[config.mk]
export PLATFORM = sky130hd
export DESIGN_NAME = rdx_out_serializer
export DESIGN_NICKNAME = d
export VERILOG_FILES = /design/src/rtl/rdx_pkg.sv /design/src/rtl/rdx_vec_fifo.sv /design/src/rtl/rdx_out_serializer.sv
export SDC_FILE = /design/constraint.sdc
export NUM_CORES = 2
export LEC_CHECK = 0
export BUFFER_PORTS_ARGS = -buffer_cell sky130_fd_sc_hd__buf_2
export CAP_MARGIN = 20
export CORE_MARGIN = 2
export CORE_UTILIZATION = 50
export DETAILED_ROUTE_END_ITERATION = 10
export GPL_TIMING_DRIVEN = 0
export HOLD_SLACK_MARGIN = 0.05
export PLACE_DENSITY = 0.76
export SYNTH_ARGS = -nofsm -noshare
export SYNTH_HDL_FRONTEND = slang
export SYNTH_SLANG_ARGS = --single-unit
[constraint.sdc]
create_clock -name clk -period 15.48 [get_ports clk]
set_clock_uncertainty 0.1 [all_clocks]
set_input_delay 3.096 -clock clk [delete_from_list [all_inputs] [get_ports clk]]
set_output_delay 3.096 -clock clk [all_outputs]
set_load 0.1 [all_outputs]
[src/rtl/rdx_pkg.sv]
// Shared types and constants for the radix output path: lane count,
// legal radix factors and the packed vector record carried through the FIFO.
package rdx_pkg;

    localparam int RDX_W     = 18;
    localparam int NUM_LANES = 5;

    localparam logic [2:0] FCT2 = 3'd2;
    localparam logic [2:0] FCT3 = 3'd3;
    localparam logic [2:0] FCT4 = 3'd4;
    localparam logic [2:0] FCT5 = 3'd5;

    // One radix output vector: factor plus all five lanes, lane 0 first.
    typedef struct packed {
        logic [2:0]                            factor;
        logic [0:NUM_LANES-1][RDX_W-1:0]       re;
        logic [0:NUM_LANES-1][RDX_W-1:0]       im;
    } rdx_vec_t;

    // Only radix 2..5 exist in the datapath; anything else is a corrupt vector.
    function automatic logic is_legal_factor(input logic [2:0] f);
        return (f == FCT2) || (f == FCT3) || (f == FCT4) || (f == FCT5);
    endfunction

endpackage

[src/rtl/rdx_vec_fifo.sv]
// Single-clock vector FIFO. The head is read combinationally from the
// storage array so the serializer can pick a lane in the same cycle.
// Callers must never push when full or pop when empty.
module rdx_vec_fifo
    import rdx_pkg::*;
#(
    parameter int DEPTH = 8
) (
    input  logic                     clk,
    input  logic                     rst_n,
    input  logic                     push,
    input  rdx_vec_t                 wdata,
    input  logic                     pop,
    output rdx_vec_t                 head,
    output logic [$clog2(DEPTH):0]   level
);

    localparam int AW = $clog2(DEPTH);

    rdx_vec_t           mem_q [DEPTH];
    logic [AW-1:0]      wr_ptr_q, rd_ptr_q;
    logic [AW:0]        level_q, level_d;

    // Storage write; contents need no reset because level gates visibility.
    always_ff @(posedge clk) begin
        if (push) begin
            mem_q[wr_ptr_q] <= wdata;
        end
    end

    // Occupancy update; a simultaneous push and pop leaves it unchanged.
    always_comb begin
        level_d = level_q;
        case ({push, pop})
            2'b10:   level_d = level_q + 1'b1;
            2'b01:   level_d = level_q - 1'b1;
            default: level_d = level_q;
        endcase
    end

    // Pointers and level; pointers are AW bits wide and wrap naturally.
    always_ff @(posedge clk or negedge rst_n) begin
        if (!rst_n) begin
            wr_ptr_q <= '0;
            rd_ptr_q <= '0;
            level_q  <= '0;
        end else begin
            if (push) wr_ptr_q <= wr_ptr_q + 1'b1;
            if (pop)  rd_ptr_q <= rd_ptr_q + 1'b1;
            level_q <= level_d;
        end
    end

    assign head  = mem_q[rd_ptr_q];
    assign level = level_q;

endmodule

[src/rtl/rdx_out_serializer.sv]
// Buffers 5-lane radix output vectors and replays them one complex sample
// per cycle on a valid/ready stream, lanes 0..factor-1. Loss of a vector
// (FIFO full) or a corrupt factor is reported through sticky flags.
// wDataInOut must match the package lane width RDX_W.
module rdx_out_serializer
    import rdx_pkg::*;
#(
    parameter int wDataInOut = RDX_W,
    parameter int DEPTH      = 8
) (
    input  logic                          clk,
    input  logic                          rst_n,
    input  logic [2:0]                    factor,
    input  logic                          in_val,
    input  logic signed [wDataInOut-1:0]  din_real [0:4],
    input  logic signed [wDataInOut-1:0]  din_imag [0:4],
    output logic                          in_rdy,
    output logic                          out_val,
    input  logic                          out_rdy,
    output logic signed [wDataInOut-1:0]  dout_real,
    output logic signed [wDataInOut-1:0]  dout_imag,
    output logic [2:0]                    out_lane,
    output logic                          out_sov,
    output logic                          out_eov,
    output logic                          ovf,
    output logic                          err_factor,
    output logic [$clog2(DEPTH):0]        level
);

    localparam int LW = $clog2(DEPTH) + 1;
    localparam logic [LW-1:0] FULL_LVL = LW'(DEPTH);

    rdx_vec_t            wr_vec, head;
    logic [LW-1:0]       fifo_level;
    logic                legal, push, pop, load, last_lane, fifo_empty;
    logic [wDataInOut-1:0] head_re, head_im;

    logic                rdy_en_q;
    logic [2:0]          lane_cnt_q;
    logic                out_val_q, out_sov_q, out_eov_q;
    logic [2:0]          out_lane_q;
    logic [wDataInOut-1:0] dout_re_q, dout_im_q;
    logic                ovf_q, err_factor_q;

    // Pack the incoming lanes into the FIFO record.
    assign wr_vec.factor = factor;
    generate
        for (genvar gi = 0; gi < NUM_LANES; gi++) begin : g_pack
            assign wr_vec.re[gi] = din_real[gi];
            assign wr_vec.im[gi] = din_imag[gi];
        end
    endgenerate

    // in_rdy is held low until the first clock after reset release.
    assign in_rdy     = rdy_en_q & (fifo_level < FULL_LVL);
    assign legal      = is_legal_factor(factor);
    assign push       = in_val & in_rdy & legal;
    assign fifo_empty = (fifo_level == '0);
    assign load       = (!out_val_q || out_rdy) && !fifo_empty;
    assign last_lane  = (lane_cnt_q == head.factor - 3'd1);
    assign pop        = load & last_lane;

    rdx_vec_fifo #(
        .DEPTH (DEPTH)
    ) u_fifo (
        .clk   (clk),
        .rst_n (rst_n),
        .push  (push),
        .wdata (wr_vec),
        .pop   (pop),
        .head  (head),
        .level (fifo_level)
    );

    // Select the head lane addressed by the lane counter.
    always_comb begin
        head_re = head.re[0];
        head_im = head.im[0];
        for (int i = 1; i < NUM_LANES; i++) begin
            if (lane_cnt_q == 3'(i)) begin
                head_re = head.re[i];
                head_im = head.im[i];
            end
        end
    end

    // Output register, lane counter and sticky error flags.
    always_ff @(posedge clk or negedge rst_n) begin
        if (!rst_n) begin
            rdy_en_q     <= 1'b0;
            lane_cnt_q   <= '0;
            out_val_q    <= 1'b0;
            out_sov_q    <= 1'b0;
            out_eov_q    <= 1'b0;
            out_lane_q   <= '0;
            dout_re_q    <= '0;
            dout_im_q    <= '0;
            ovf_q        <= 1'b0;
            err_factor_q <= 1'b0;
        end else begin
            rdy_en_q <= 1'b1;
            if (load) begin
                out_val_q  <= 1'b1;
                dout_re_q  <= head_re;
                dout_im_q  <= head_im;
                out_lane_q <= lane_cnt_q;
                out_sov_q  <= (lane_cnt_q == 3'd0);
                out_eov_q  <= last_lane;
                lane_cnt_q <= last_lane ? 3'd0 : lane_cnt_q + 3'd1;
            end else if (out_val_q && out_rdy) begin
                // Drained with nothing queued: drop valid, keep the data.
                out_val_q <= 1'b0;
            end
            if (in_val && !legal) err_factor_q <= 1'b1;
            if (in_val && legal && !in_rdy) ovf_q <= 1'b1;
        end
    end

    assign out_val    = out_val_q;
    assign dout_real  = dout_re_q;
    assign dout_imag  = dout_im_q;
    assign out_lane   = out_lane_q;
    assign out_sov    = out_sov_q;
    assign out_eov    = out_eov_q;
    assign ovf        = ovf_q;
    assign err_factor = err_factor_q;
    assign level      = fifo_level;

endmodule

==> summary.txt <==
Timing
  – RSZ-0062 raised after global routing: false
  – Setup_tns: 0 ns
  – Minimum clock period: 5.46 ns
  – Slew Viols, Final: 0
  – Fin. Hold Viols: 0
  – Slew Limit Headroom: 29.2%
  – Slew @ Worst Pin: 1.06 ns
  – Final setup fails: 0
  – Fmax: 0.183 GHz
  – Final period utilization: 35.2%

Synth
  – Post-Synth Adder-Cell Area: 0.269%
  – Syn avg cell area: 21.0 sq um
  – Main combinational cell family by area after synthesis: multiplexers
  – XOR/XNOR Fraction of Synth Area: 0.134%
  – Complex-gate fraction of the synthesized area: 3.83%
  – Yosys top cell area share: 75.0%
  – Synth Cell Area: 0.0586 sq mm
  – YS warnings: 0
  – Seq/Total Area, Yosys: 77.4%
  – Synth Flop Type: edfxtp_1
  – Cell variety after synth: 54
  – Dominant cells by area after synthesis: edfxtp_1 75%, mux4_2 8.3%, mux2i_1 5.6%
  – Post-synth EDFFs: 1464
  – Synth area leader: edfxtp_1
  – Post-synthesis sequential element count: 1522
  – Post-synth ARST share: 3.81%
  – Post-Syn Nets: 2994
  – Post-Synth Simple-Gate Area: 1.16%
  – Mux cell area share after synthesis: 15.5%
  – Mapped Cells: 2795

Global routing
  – GRT overflow: 0
  – Pin count of the biggest net entering global routing: 59
  – Vias in the first global route: 30387
  – First-pass GRT wire length: 211000 um
  – Total track usage: 24.4%
  – Initial antenna violation count: 57

Clock tree
  – CTS Sinks: 1522
  – Clock buffer depth: 3
  – CTS tree: done
  – CTS buffer count: 149
  – H-tree depth: 4
  – Clk_lat worst skew: 0.77 ns
  – Root Buffer: clkbuf_16
  – Hold Buf Count CTS: 0
  – Post-CTS Setup Inserts: 0
  – Clk slew on worst S/H paths: 0.06 ns
  – CTS resizes: 0

Worst setup path
  – Worst-path cell chain: buf_2 -> xor2_1 -> and3_1 -> nand2_1 -> nor2_4 -> buf_12 -> buf_12 -> buf_12
  – CP Data Required Time: 15.83 ns
  – CP peak stage delay: 0.90 ns
  – Arrival @ worst endpoint: 5.81 ns
  – Crit path kind: input pin to register
  – CP Launch Type: input pin
  – CP Max Fanout: 24
  – CP Capture Type: register
  – Critical-path top delay cell: nor2_4
  – Most frequent CP cell: buf_12

Final layout
  – Non-filler cells, final: 4923
  – NumNets Final: 3461
  – Area grow syn2layout: 16.7%
  – Fill cells: 7912
  – Fin area: 0.0684 sq mm
  – Most frequent cells in the layout: 1464 x edfxtp_1, 329 x mux2i_1, 292 x buf_2
  – Share of layout cells above drive strength 1: 27.3%
  – Most common cell after layout, fill and taps aside: edfxtp_1

Floorplan
  – Row cnt: 125
  – Core ar.: 0.116 sq mm
  – Ports: 236
  – Die H: 346 um
  – Starting Density: 50.5%
  – Die ar.: 0.120 sq mm
  – Die X: 346 um

Drt
  – Vias: 30558
  – DRC errors left: 0
  – Final ANT Viol Nets: 0
  – Avg WL per Cell: 30.0 um
  – Routed WL: 148000 um
  – Iteration-0 DRC Markers: 4311
  – DRT Pass-1 Iters: 6
  – Vias per inst: 6.21

Outcome
  – Outcome: completed

Placement
  – Cell Area, Placed: 0.0635 sq mm
  – GPL Wtd Cong: 0.798
  – Post-Place Cells: 4633
  – Hpwl dp: 97100 um
  – Port bufs: 235

Power
  – VDD IR max: 0.198 mV
  – Pleak: 0.0243 uW
  – Pwr Density: 152 mW/mm^2

Job
  – Max-cap violations: 0

Min path
  – Hold Path Class: register to register
## cell usage after synthesis (2+ instances only)
library cell and number:
and2_1 2, ha_1 11, nor2_1 49, a22o_1 73
nand3_1 6, and3_1 3, dfrtp_1 58, nor2b_1 6
o22ai_1 36, nor4_1 3, nand4b_1 2, a21oi_1 41
a21o_1 2, clkbuf_1 47, mux4_2 217, nand2_1 24
mux2i_1 329, xor2_1 4, o211ai_1 2, inv_1 11
buf_1 5, edfxtp_1 1464, buf_6 32, o21ai_0 10
mux4_1 3, xnor2_1 5, mux2_2 72, nor3_1 39
nand2b_1 3, a22oi_1 74, a31oi_1 72, o21bai_1 2
buf_2 58, buf_4 10
## worst paths after layout
check | endpoint | cells after the start | slack [ns] | startpoint
setup / recovery | u_fifo.mem_q[7][61]$_DFFE_PP_ | 8 | 10.02 | factor[2]
hold / removal | ovf$_DFFE_PN0P_ | 1 | 0.37 | ovf$_DFFE_PN0P_
setup reg to reg | u_fifo.level[3]$_DFFE_PN0P_ | 17 | 10.37 | u_fifo.rd_ptr_q[1]$_DFFE_PN0P_
hold reg to reg | ovf$_DFFE_PN0P_ | 1 | 0.37 | ovf$_DFFE_PN0P_
max in group asynchronous | out_val$_DFFE_PN0P_ | 2 | 12.68 | rst_n
min in group asynchronous | dout_imag[9]$_DFFE_PN0N_ | 2 | 2.21 | rst_n
## kinds of logic (layout without fill, tap and decap cells)
| group | after synthesis | in the layout |
|---|---|---|
| AOI/OAI and AO/OA | 320 | 320 |
| xor gates and xnor gates | 9 | 9 |
| buffers and inverters | 165 | 745 |
| muxes | 622 | 622 |
| adders and majority gates | 12 | 12 |
| and+or+nand+nor | 144 | 144 |
| DFF | 1522 | 1522 |
| other | 1 | 25 |
## area by class of cell
cell class	instances	area, sq um	area share, %
flip-flops and latches	1522	45400	66.3
multi-input cells	1108	12300	18.0
clock buffers	192	3960	5.79
repair buffers	316	2940	4.30
well taps	1524	1910	2.79
plain buffers	154	941	1.37
clock inverters	72	866	1.26
diodes	24	60.1	0.0877
inverters	11	41.3	0.0603
## flip-flops by register name, summed over array words and instances (netlist names), 3 cells and up
name	cells
u_fifo.mem_q	1464
dout_imag	18
dout_real	18
u_fifo.level	4
lane_cnt_q	3
out_lane	3
u_fifo.rd_ptr_q	3
u_fifo.wr_ptr_q	3
## worst max-delay path: cells and delay by family
kind	cells	cell delay, ns
and+or+nand+nor	3	1.45
buffers and inverters	4	0.97
xor gates and xnor gates	1	0.24
## power breakdown
group          switching, uW  internal, uW  total, uW
clock network           1540          2010       3560
registers               90.5          4630       4720
logic                   1460           649       2110
total                   3100          7290      10400
## per-stage QoR
stage	utilization [%]	power [uW]	worst slack (ns)	hold WS (ns)
4_1_cts	58.8	10400	10.03	0.378
2_1_floorplan	-	6180	3.35	0.386
5_1_grt	58.9	10700	9.92	0.401
6_report	58.9	10400	10.02	0.371
3_3_place_gp	53.1	6850	-4.84	0.356
3_5_place_dp	54.7	6900	9.25	0.361
## routing by layer
metal	up-vias	track usage (%)	wire length, um
met5	-	0	218
li1	12608	-	-
met3	293	6.54	15700
met1	15844	33.6	56900
met2	1777	37.8	70700
met4	36	8.56	4220
No activity file was read; power rests on OpenSTA's default activity.
